--- config.mk ---
export PLATFORM = sky130hd
export DESIGN_NAME = tri_wire_draw
export DESIGN_NICKNAME = d
export VERILOG_FILES = /design/src/rtl/tri_wire_pkg.sv /design/src/rtl/tri_wire_draw_line_stepper.sv /design/src/rtl/tri_wire_draw.sv
export SDC_FILE = /design/constraint.sdc
export NUM_CORES = 1
export LEC_CHECK = 0
export ABC_AREA = 1
export BUFFER_PORTS_ARGS = -buffer_cell sky130_fd_sc_hd__buf_4
export CAP_MARGIN = 20
export CORE_MARGIN = 2
export CORE_UTILIZATION = 60
export DETAILED_ROUTE_END_ITERATION = 10
export GPL_ROUTABILITY_DRIVEN = 0
export PLACE_DENSITY = 0.81
export SLEW_MARGIN = 20
export SYNTH_ARGS = -nofsm -noshare
export SYNTH_HDL_FRONTEND = slang
export SYNTH_SLANG_ARGS = --single-unit
--- constraint.sdc ---
create_clock -name clk_in -period 9.3 [get_ports clk_in]
set_input_delay 0.465 -clock clk_in [delete_from_list [all_inputs] [get_ports clk_in]]
set_output_delay 0.465 -clock clk_in [all_outputs]
set_load 0.05 [all_outputs]
--- src/rtl/tri_wire_pkg.sv ---
// Shared types for the wireframe triangle edge generator: FSM states, screen
// coordinates, vertex record and the widths used by the Bresenham arithmetic.
package tri_wire_pkg;

   localparam int DELTA_W = 11;
   localparam int ERR_W   = 12;

   typedef logic [8:0] coord_t;

   typedef struct packed {
      coord_t x;
      coord_t y;
   } vertex_t;

   typedef enum logic [1:0] {
      COLLECT,
      SETUP,
      DRAW,
      NEXT
   } state_e;

   function automatic coord_t abs_diff(input coord_t a, input coord_t b);
      return (a < b) ? (b - a) : (a - b);
   endfunction

endpackage

--- src/rtl/tri_wire_draw_line_stepper.sv ---
// Single-edge Bresenham core: start loads endpoints a->b, each step_in advances
// the current point by one pixel, done_out flags the current point equals b.
module line_stepper
   import tri_wire_pkg::*;
(
   input  logic    clk_in,
   input  logic    rst_n_in,
   input  logic    start_in,
   input  vertex_t a_in,
   input  vertex_t b_in,
   input  logic    step_in,
   output coord_t  cx_out,
   output coord_t  cy_out,
   output logic    done_out
);

   coord_t                    cx_q, cx_d, cy_q, cy_d;
   vertex_t                   b_q, b_d;
   logic signed [DELTA_W-1:0] dx_q, dx_d, dy_q, dy_d;
   logic                      sx_q, sx_d, sy_q, sy_d;
   logic signed [ERR_W-1:0]   err_q, err_d;
   logic signed [ERR_W:0]     e2;

   assign e2 = {err_q, 1'b0};

   always_comb begin
      // NOTE: every _d gets a default first so no path leaves it unassigned (no latch).
      cx_d  = cx_q;
      cy_d  = cy_q;
      b_d   = b_q;
      dx_d  = dx_q;
      dy_d  = dy_q;
      sx_d  = sx_q;
      sy_d  = sy_q;
      err_d = err_q;
      if (start_in) begin
         cx_d  = a_in.x;
         cy_d  = a_in.y;
         b_d   = b_in;
         dx_d  = $signed({2'b00, abs_diff(a_in.x, b_in.x)});
         dy_d  = -$signed({2'b00, abs_diff(a_in.y, b_in.y)});
         sx_d  = a_in.x < b_in.x;
         sy_d  = a_in.y < b_in.y;
         err_d = ERR_W'(dx_d) + ERR_W'(dy_d);
      end else if (step_in) begin
         // NOTE: blocking '=' here lets both axis updates accumulate into err_d
         // within one cycle, while e2 keeps the pre-step error for both tests.
         if (e2 >= (ERR_W+1)'(dy_q)) begin
            err_d = err_d + ERR_W'(dy_q);
            cx_d  = sx_q ? cx_q + 9'd1 : cx_q - 9'd1;
         end
         if (e2 <= (ERR_W+1)'(dx_q)) begin
            err_d = err_d + ERR_W'(dx_q);
            cy_d  = sy_q ? cy_q + 9'd1 : cy_q - 9'd1;
         end
      end
   end

   always_ff @(posedge clk_in) begin
      if (!rst_n_in) begin
         cx_q  <= '0;
         cy_q  <= '0;
         b_q   <= '0;
         dx_q  <= '0;
         dy_q  <= '0;
         sx_q  <= 1'b0;
         sy_q  <= 1'b0;
         err_q <= '0;
      end else begin
         cx_q  <= cx_d;
         cy_q  <= cy_d;
         b_q   <= b_d;
         dx_q  <= dx_d;
         dy_q  <= dy_d;
         sx_q  <= sx_d;
         sy_q  <= sy_d;
         err_q <= err_d;
      end
   end

   assign cx_out   = cx_q;
   assign cy_out   = cy_q;
   assign done_out = (cx_q == b_q.x) && (cy_q == b_q.y);

endmodule

--- src/rtl/tri_wire_draw.sv ---
// Wireframe edge generator: gathers three projected vertices, walks the edges
// v0->v1, v1->v2, v2->v0 and streams on-screen pixels; forwards end-of-object.
module tri_wire_draw
   import tri_wire_pkg::*;
#(
   parameter int unsigned WIDTH  = 360,
   parameter int unsigned HEIGHT = 360
) (
   input  logic            clk_in,
   input  logic            rst_n_in,
   input  logic [2:0][8:0] coor_in,
   input  logic            valid_in,
   input  logic            obj_done_in,
   output logic            ready_out,
   output logic [8:0]      pix_x_out,
   output logic [8:0]      pix_y_out,
   output logic            pix_valid_out,
   input  logic            pix_ready_in,
   output logic            obj_done_out
);

   state_e     state_q, state_d;
   logic [1:0] vcnt_q, vcnt_d;
   logic [1:0] edge_idx_q, edge_idx_d;
   logic       ready_q, ready_d;
   logic       obj_done_q, obj_done_d;
   vertex_t    vert_q [3];
   vertex_t    vert_d [3];
   vertex_t    v_in, a_sel, b_sel;
   coord_t     cx, cy;
   logic       at_end, on_screen, step;
   logic       unused_z;

   assign unused_z  = ^coor_in[0];
   assign v_in      = '{x: coor_in[2], y: coor_in[1]};
   assign on_screen = ({23'd0, cx} < WIDTH) && ({23'd0, cy} < HEIGHT);
   // Off-screen points still take one DRAW cycle but never raise pix_valid_out.
   assign step      = (state_q == DRAW) && (pix_ready_in || !on_screen);

   always_comb begin
      a_sel = vert_q[2];
      b_sel = vert_q[0];
      case (edge_idx_q)
         2'd0: begin a_sel = vert_q[0]; b_sel = vert_q[1]; end
         2'd1: begin a_sel = vert_q[1]; b_sel = vert_q[2]; end
         default: ;
      endcase
   end

   line_stepper u_stepper (
      .clk_in   (clk_in),
      .rst_n_in (rst_n_in),
      .start_in (state_q == SETUP),
      .a_in     (a_sel),
      .b_in     (b_sel),
      .step_in  (step && !at_end),
      .cx_out   (cx),
      .cy_out   (cy),
      .done_out (at_end)
   );

   always_comb begin
      state_d    = state_q;
      vcnt_d     = vcnt_q;
      edge_idx_d = edge_idx_q;
      vert_d     = vert_q;
      unique case (state_q)
         COLLECT: begin
            if (obj_done_in && (vcnt_q != 2'd0)) begin
               vcnt_d = '0;
            end else if (valid_in && ready_q) begin
               case (vcnt_q)
                  2'd0:    vert_d[0] = v_in;
                  2'd1:    vert_d[1] = v_in;
                  default: vert_d[2] = v_in;
               endcase
               if (vcnt_q == 2'd2) begin
                  vcnt_d     = '0;
                  edge_idx_d = '0;
                  state_d    = SETUP;
               end else begin
                  vcnt_d = vcnt_q + 2'd1;
               end
            end
         end
         SETUP: state_d = DRAW;
         DRAW: begin
            if (step && at_end) state_d = NEXT;
         end
         NEXT: begin
            if (edge_idx_q != 2'd2) begin
               edge_idx_d = edge_idx_q + 2'd1;
               state_d    = SETUP;
            end else begin
               edge_idx_d = '0;
               state_d    = COLLECT;
            end
         end
         default: state_d = COLLECT;
      endcase
      ready_d    = (state_d == COLLECT);
      obj_done_d = (state_q == COLLECT) && (vcnt_q == 2'd0) && obj_done_in;
   end

   always_ff @(posedge clk_in) begin
      if (!rst_n_in) begin
         state_q    <= COLLECT;
         vcnt_q     <= '0;
         edge_idx_q <= '0;
         ready_q    <= 1'b0;
         obj_done_q <= 1'b0;
      end else begin
         state_q    <= state_d;
         vcnt_q     <= vcnt_d;
         edge_idx_q <= edge_idx_d;
         ready_q    <= ready_d;
         obj_done_q <= obj_done_d;
      end
   end

   // NOTE: vertex storage has no reset; clearing vcnt on reset already discards
   // it, and every slot is rewritten before a triangle reads it.
   always_ff @(posedge clk_in) begin
      vert_q <= vert_d;
   end

   assign ready_out     = ready_q;
   assign obj_done_out  = obj_done_q;
   assign pix_x_out     = cx;
   assign pix_y_out     = cy;
   assign pix_valid_out = (state_q == DRAW) && on_screen;

endmodule

**Word-level counts from Yosys, hierarchy flattened**

Index checks and enable logic that the tools add are counted.

- Register bits after elaboration: 132
- Memories: 0
- Logic and storage cells: 117
- Bits of input ports: 32
- Bits in read-only memories: 0
- Bits in latches: 0
- Bits in writable memories: 0

- Multiply operators: 0
- $lt $le $gt $ge: 6
- Add/subtract/negate cells: 14
- Shifts and indexed selects: 0
- Equality and inequality tests: 12
- Mux-type cells: 32
- Divide/modulo/power cells: 0
- Reduce and logical (&&, ||, !) cells: 31
- Bitwise operators: 2

Operators by type and width:

| operator | number |
|---|---|
| $mux W9 | 10 |
| $mux W12 | 6 |
| $pmux W18 S2 | 2 |
| $sub A9 B9 Y9 | 4 |
| $mux W2 | 11 |
| $add A9 B1 Y9 const B | 2 |
| $eq A9 B9 Y1 | 2 |
| $lt A9 B9 Y1 | 2 |
| $lt A9 B9 Y1 const B | 2 |
| $sub A9 B1 Y9 const B | 2 |
| $reduce_and A4 Y1 | 4 |
| $ge A13 B11 Y1 | 1 |
| $le A13 B10 Y1 | 1 |
| $add A10 B11 Y12 | 1 |
| $add A12 B10 Y12 | 1 |
| $add A12 B11 Y12 | 1 |
| $reduce_bool A2 Y1 | 6 |
| $neg A9 Y11 | 1 |
| $logic_and A1 B1 Y1 | 10 |
| $logic_not A2 Y1 | 4 |
| $ne A2 B2 Y1 const B | 4 |
| $pmux W2 S4 | 1 |
| $eq A2 B1 Y1 const B | 3 |
| $eq A2 B2 Y1 const B | 3 |
| other kinds (8) | 13 |

**Logic depth before layout (Yosys ltp)**

Gate-level depths: netlist of the first run.

- Depth in word-level cells: 12
- Depth in mapped cells: 37

**Modules after synthesis**

Synthesis of the first run repeated with hierarchy kept, for this count alone.

- Cells, all modules: 1375
- Area, all modules: 10284.9 um^2

Modules (own cells, without submodules):

| module | instances | seq. area each (um^2) | cells an instance | area an instance (um^2) |
|---|---|---|---|---|
| line_stepper | 1 | 1401.3 | 1105 | 7397.1 |
| tri_wire_draw | 1 | 1781.7 | 270 | 2887.8 |

**Worst setup path before layout of the first run**

No wires, ideal clock.

- Path type: flip-flop to flip-flop
- Start point: reg edge_idx_q[1]
- End point: reg u_stepper.err_q[11]
- Cell stages (with the launch flop): 34
- Path slack: 4839 ps
- Arrival time: 4352 ps
- Setup time: 109 ps
- Clock period less this slack: 4461 ps
- Data required time: 9191 ps
- Cells stage by stage: dfxtp_1 > clkbuf_1 > nor2_1 > clkinv_1 > clkbuf_1 > o221ai_1 > inv_1 > ha_1 > nand2_2 > nor2_4 > nand3_4 > inv_2 > nor2_4 > or2_1 > o21ai_1 > inv_2 > ha_1 > nand3_2 > nor2_8 > xor2_1 > ha_1 > nand2_1 > o21ai_0 > nand2_1 > nand2_1 > a21oi_1 > nor2_1 > nand3_2 > nand2_1 > nand2_1 > nand2_1 > nand3_1 > nand2_1 > inv_1

RTL lines:

| element | line | RTL |
|---|---|---|
| from (decl) | tri_wire_draw.sv:24 | `logic [1:0] edge_idx_q, edge_idx_d;` |
| from (signal assigned) | tri_wire_draw.sv:115 | `edge_idx_q <= edge_idx_d;` |
| to (signal assigned) | tri_wire_draw_line_stepper.sv:77 | `err_q <= err_d;` |
| to (decl) | tri_wire_draw_line_stepper.sv:21 | `logic signed [ERR_W-1:0] err_q, err_d;` |

**Worst setup path in the final report of the first run**

- Start point: reg edge_idx_q[1]
- End point: reg u_stepper.err_q[11]

- Cells in the longest elaborated chain, start to end: 7
- Elaborated cells between the ends (all ways): 15
- Those cells by class: add/sub (6); order compare (2); eq/ne (1); mux (5); reduce/logical (1)

RTL lines:

| element | line | RTL |
|---|---|---|
| $eq A2 B1 Y1 / $logic_not A2 Y1 (equally long branches) | tri_wire_draw.sv:43 | `case (edge_idx_q)` |
| $pmux W18 S2 | tri_wire_draw.sv:43 |  |
| $sub A9 B9 Y9 / $lt A9 B9 Y1 (equally long branches) | tri_wire_pkg.sv:23 | `return (a < b) ? (b - a) : (a - b);` |
| $mux W9 | tri_wire_pkg.sv:23 |  |
| $neg A9 Y11 | tri_wire_draw_line_stepper.sv:41 | `dy_d = -$signed({2'b00, abs_diff(a_in.y, b_in.y)});` |
| $add A10 B11 Y12 (*) | tri_wire_draw_line_stepper.sv:44 | `err_d = ERR_W'(dx_d) + ERR_W'(dy_d);` |
| $mux W12 (*) | tri_wire_draw_line_stepper.sv:36 | `if (start_in) begin` |

Mark *: on every way between the ends. The rest lies on a longest branch, timed or not.
A chain may end at the register's enable or synchronous reset.

==> impl_metrics.py, run 1 <==
metrics = {
    "grt": {
        "grt_start_max_net_pins": 56,
        "grt_pass1_wl_mm": 42.1,
        "grt_overflow": 0,
        "grtUsageTotal_pct": 29.1,
        "antenna_found_initial": 0,
        "grt_pass1_vias": 8978,
    },
    "logic_synthesis": {
        "ys.warnings.count": 0,
        "syn_avg_cell_area_sq_um": 7.38,
        "synth_area_leaders": "edfxtp_1, dfxtp_1, ha_1, nand2_1, inv_1",
        "synthArstFlopShare_pct": 0,
        "synth.top_cell.area_share_pct": 15.7,
        "synth-edff-count": 54,
        "synth-seq-cells": 132,
        "syn_inst": 1397,
        "yosys.area.top_type": "edfxtp_1",
        "synth_nets": 1540,
        "ys_types": 52,
        "syn_area_sq_um": 10300,
        "synthFlopType": "dfxtp_1",
        "yosysSeqAreaShare_pct": 30.9,
    },
    "clock_tree": {
        "cts_buffers": 17,
        "clock_latency_ns": 0.44,
        "cts.path.max_buffers": 2,
        "clk_pin_slew_ns": 0.06,
        "cts-htree-levels": 4,
        "cts_tree": "done",
        "ctsHoldBuffers": 0,
        "cts_sinks": 132,
        "cts_setup_buffers": 0,
        "cts-resized-gates": 0,
        "root_buffer": "clkbuf_16",
    },
    "run_status": {
        "outcome": "finished, final reports clean",
    },
    "setup_path": {
        "end_kind": "flip-flop",
        "crit_type": "reg2reg",
        "cp_data_required_time_ns": 9.64,
        "slowest_stage": "dfxtp_1",
        "crit_path_start_kind": "flip-flop",
        "critPathMaxStageDelay_ns": 0.79,
        "crit_arrival_ns": 6.28,
        "crit_top_cell": "nand2_1",
        "crit_path_max_fanout": 24,
    },
    "place": {
        "io_buffers": 43,
        "dp_hpwl_mm": 18.9,
    },
    "sta": {
        "setup-tns-final_ns": 0,
        "finalCritPeriodShare_pct": 63.9,
        "rsz0062_at_grt": "false",
        "clock.fmax_ghz": 0.168,
        "slew_viol_final": 0,
        "period_minus_slack_ns": 5.94,
        "finalClockSkew_ns": 0.00940,
        "finalSetupViolCount": 0,
        "hold_viol": 0,
        "relSlewSlack_pct": 36.2,
        "worst_pin_slew_ns": 0.954,
    },
    "cells_and_area": {
        "diodes": 0,
        "area_growth_pct": 10.7,
        "nets": 1572,
        "drive_gt1_share_pct": 10.5,
    },
    "die": {
        "core_area_sq_um": 16700,
        "core.rowCount": 47,
        "ioPinCount": 53,
        "dieArea_sq_um": 18300,
        "die_h_um": 135,
        "start_util_pct": 61.7,
        "die_w_um": 135,
    },
    "routing": {
        "avgRoutedWirePerCell_um": 15.4,
        "routed_wl_mm": 25.6,
        "antenna_left": 0,
        "viasPerCell": 5.66,
        "dr.pass1.iters": 6,
        "num_vias": 9399,
        "drc": 0,
        "drt_iter0_drc": 771,
    },
    "job": {
        "max_cap_viol_count": 0,
    },
    "worst_hold_path": {
        "hold_path.class": "in2reg",
    },
}
-- critical path: cells and delay by family, from the launching register on --
kind,cells,cell delay [ns]
buffers and inverters,5,0.89
adders and majority gates,3,0.86
AOI/OAI and AO/OA,5,0.83
and+or+nand+nor,17,2.18
xor gates and xnor gates,1,0.28
DFF,1,0.79
-- cell families (layout without fill, tap and decap cells) --
family / after synthesis / in the layout / share of synthesized area [%]
AOI/OAI and AO/OA: 316 / 316 / 17.3
xor gates and xnor gates: 54 / 54 / 4.59
adders and majority gates: 111 / 111 / 14.1
buffers and inverters: 261 / 306 / 9.61
DFF: 132 / 132 / 30.9
muxes: 2 / 2 / 0.194
and+or+nand+nor: 521 / 521 / 23.4
-- cell type report --
class | count | area, sq um
Sequential cell | 132 | 3180
Multi-Input combinational cell | 1004 | 6160
Tap cell | 220 | 275
Fill cell | 1405 | 5290
Clock inverter | 15 | 158
Timing Repair Buffer | 50 | 375
Inverter | 224 | 841
Clock buffer | 17 | 425
-- routing by layer --
| metal | share of wire [%] | vias up | wire (um) | track usage, % |
|---|---|---|---|---|
| li1 | - | 4692 | - | - |
| met1 | 44 | 4341 | 11200 | 37.6 |
| met5 | 0 | - | 0 | 0 |
| met3 | 6.1 | 55 | 1570 | 4.84 |
| met4 | 2.4 | 0 | 624 | 9.95 |
| met2 | 48 | 311 | 12200 | 49.4 |
-- through the flow --
step | hold slack, ns | area [sq um] | util (%) | cells | setup slack [ns]
after floorplan | 0.462 | 10300 | - | 1397 | 4.84
after global placement | 0.483 | 10800 | 64.9 | 1630 | 3.53
after detailed placement | 0.488 | 10800 | 64.9 | 1630 | 3.48
after CTS | 0.211 | 11400 | 68.4 | 1662 | 3.45
after global routing | 0.208 | 11400 | 68.4 | 1662 | 2.71
final | 0.219 | 11400 | 68.4 | 1662 | 3.36
-- cell usage in the layout, fill, tap and decap left out, drive strengths merged, types with 12 or more instances in the layout --
cell    count
clkbuf     17
or2        22
dfxtp      78
nand4      13
a31oi      16
xnor2      15
ha        102
nand3      75
inv       232
buf        50
o21ai     105
edfxtp     54
o21a       12
nand2     290
a21oi     136
nor2      102
xor2       39
-- cells in the mapped netlist (15+ instances only) --
| library cell | n |
|---|---|
| o21ai_0 | 101 |
| dfxtp_1 | 78 |
| a31oi_1 | 16 |
| edfxtp_1 | 54 |
| nor2_1 | 93 |
| a21oi_1 | 134 |
| nand3_1 | 66 |
| clkbuf_1 | 30 |
| ha_1 | 102 |
| inv_1 | 216 |
| or2_2 | 18 |
| xor2_1 | 39 |
| xnor2_1 | 15 |
| nand2_1 | 272 |
-- worst paths after layout --
kind	startpoint	endpoint	slack, ns	depth (start not counted)
hold reg to reg	edge_idx_q[0]	edge_idx_q[0]	0.50	2
hold / removal	coor_in[23]	vert_q[32]	0.22	1
setup reg to reg	edge_idx_q[1]	u_stepper.err_q[11]	3.36	31
setup / recovery	edge_idx_q[1]	u_stepper.err_q[11]	3.36	31
-- state kept, by name, summed over array words and instances, names as in the netlist --
name / flops
edge_idx_q: 2
obj_done_out: 1
ready_out: 1
state_q: 2
u_stepper.b_q: 18
u_stepper.cx_out: 9
u_stepper.cy_out: 9
u_stepper.dx_q: 9
u_stepper.dy_q: 11
u_stepper.err_q: 12
u_stepper.sx_q: 1
u_stepper.sy_q: 1
vcnt_q: 2
vert_q: 54
Power of run 1 is left out: the tool's default activity adds up to more than one toggle a clock period on the data nets, which glitch-free logic cannot reach.
==> run 2: changes to the inputs <==
clock period = 5.73 ns   (was 9.3 ns; I/O delays follow)
==> run 2 against run 1 <==
Final cell count grew 0.42%; wire length grew 0.28%; critical path type unchanged; worst hold slack lost 0.18 ns; largest cell class unchanged; fmax grew 12%; design area grew 0.47%; register-to-register slack lost 3.0 ns; highest routed layer unchanged; critical path depth is the same; die area is the same; global-route usage is essentially flat.
==> impl_metrics.py, run 2 (synthesized netlist as in run 1, its figures left out) <==
metrics = {
    "clock_tree": {
        "ctsHoldBuffers": 0,
        "root_buffer": "clkbuf_16",
        "cts-htree-levels": 4,
        "cts_setup_buffers": 0,
        "cts_sinks": 132,
        "cts_buffers": 17,
        "cts_tree": "done",
        "cts.path.max_buffers": 2,
        "clock_latency_ns": 0.44,
        "clk_pin_slew_ns": 0.06,
        "cts-resized-gates": 0,
    },
    "setup_path": {
        "slowest_stage": "ha_1",
        "reg2reg_slack_ns": 0.41,
        "crit_top_cell": "nand2_1",
        "end_kind": "flip-flop",
        "cp_data_required_time_ns": 6.06,
        "cp_num_buf_inv": 6,
        "crit_arrival_ns": 5.66,
        "crit_path_max_fanout": 10,
        "crit_type": "reg2reg",
        "crit_path_start_kind": "flip-flop",
        "critPathMaxStageDelay_ns": 0.47,
        "cp_top_family": "simple AND/OR/NAND/NOR gates",
    },
    "sta": {
        "finalClockSkew_ns": 0.0107,
        "period_minus_slack_ns": 5.32,
        "slew_viol_final": 0,
        "finalSetupViolCount": 0,
        "setup-tns-final_ns": 0,
        "hold_viol": 0,
        "finalCritPeriodShare_pct": 92.9,
        "rsz0062_at_grt": "false",
        "relSlewSlack_pct": 37.8,
        "worst_pin_slew_ns": 0.925,
        "clock.fmax_ghz": 0.188,
    },
    "cells_and_area": {
        "reg_top3": "vert_q: 54 flops, u_stepper.b_q: 18 flops, u_stepper.err_q: 12 flops",
        "layout_common_cells": "nand2_1, inv_1, a21oi_1, o21ai_0, ha_1",
        "largest_reg_flops": 54,
        "nets": 1579,
        "area_growth_pct": 11.2,
        "n_fill_cell": 1391,
        "final_common_cell": "nand2_1",
        "diodes": 0,
        "drive_gt1_share_pct": 10.8,
        "largest-register": "vert_q",
    },
    "die": {
        "core_area_sq_um": 16700,
        "die_h_um": 135,
        "core.rowCount": 47,
        "start_util_pct": 61.7,
        "die_w_um": 135,
        "dieArea_sq_um": 18300,
        "ioPinCount": 53,
    },
    "job": {
        "max_cap_viol_count": 0,
    },
    "place": {
        "io_buffers": 43,
        "dp_hpwl_mm": 19.2,
    },
    "routing": {
        "drt_iter0_drc": 870,
        "antenna_left": 0,
        "num_vias": 9457,
        "dr.pass1.iters": 7,
        "routed_wl_mm": 25.7,
        "avgRoutedWirePerCell_um": 15.4,
        "viasPerCell": 5.67,
        "drc": 0,
    },
    "grt": {
        "grt_start_max_net_pins": 98,
        "grt_pass1_wl_mm": 42.2,
        "grtUsageTotal_pct": 29.0,
        "grt_overflow": 0,
        "antenna_found_initial": 0,
        "grt_pass1_vias": 8983,
    },
    "run_status": {
        "outcome": "finished, final reports clean",
    },
    "worst_hold_path": {
        "hold_path.class": "in2reg",
    },
}
## run 2: cell types whose count changed in the layout (fill, tap and decap cells not counted), sizes merged
cell	change
buf	+7
clkinv	-1
inv	+1
## run 2: area by class of cell
cell class	count	area, sq um	area share [%]
multi-input combinational	1004	6160	53.7
inverter	224	841	7.33
clock buffer	17	425	3.71
timing repair buffer	57	428	3.73
clock inverter	15	159	1.39
sequential	132	3180	27.8
tap	220	275	2.40
## run 2: path summary, 6_finish.rpt
path | start | to | cells past startpoint
max | edge_idx_q[1] | u_stepper.err_q[9] | 31
min | coor_in[10] | vert_q[37] | 1
max reg2reg | edge_idx_q[1] | u_stepper.err_q[9] | 31
min reg2reg | vcnt_q[0] | vcnt_q[0] | 2
## run 2: layer usage
metal / GRT usage (%) / share of wire, %
met1: 37.8 / 45
met2: 49.2 / 47
met3: 5.03 / 5.9
met4: 9.55 / 2.3
met5: 0 / 0
## run 2: through the flow
step	hold slack (ns)	utilization, %	worst slack, ns	instance area, sq um	cells
final	0.0423	68.7	0.407	11500	1669
after global routing	0.0373	68.7	0.0195	11500	1669
after CTS	0.0403	68.7	0.472	11500	1669
after detailed placement	0.481	65.2	0.521	10900	1637
after global placement	0.478	65.2	0.649	10900	1637
after floorplan	0.385	-	1.27	10300	1397
Power of run 2 is left out for the same reason.
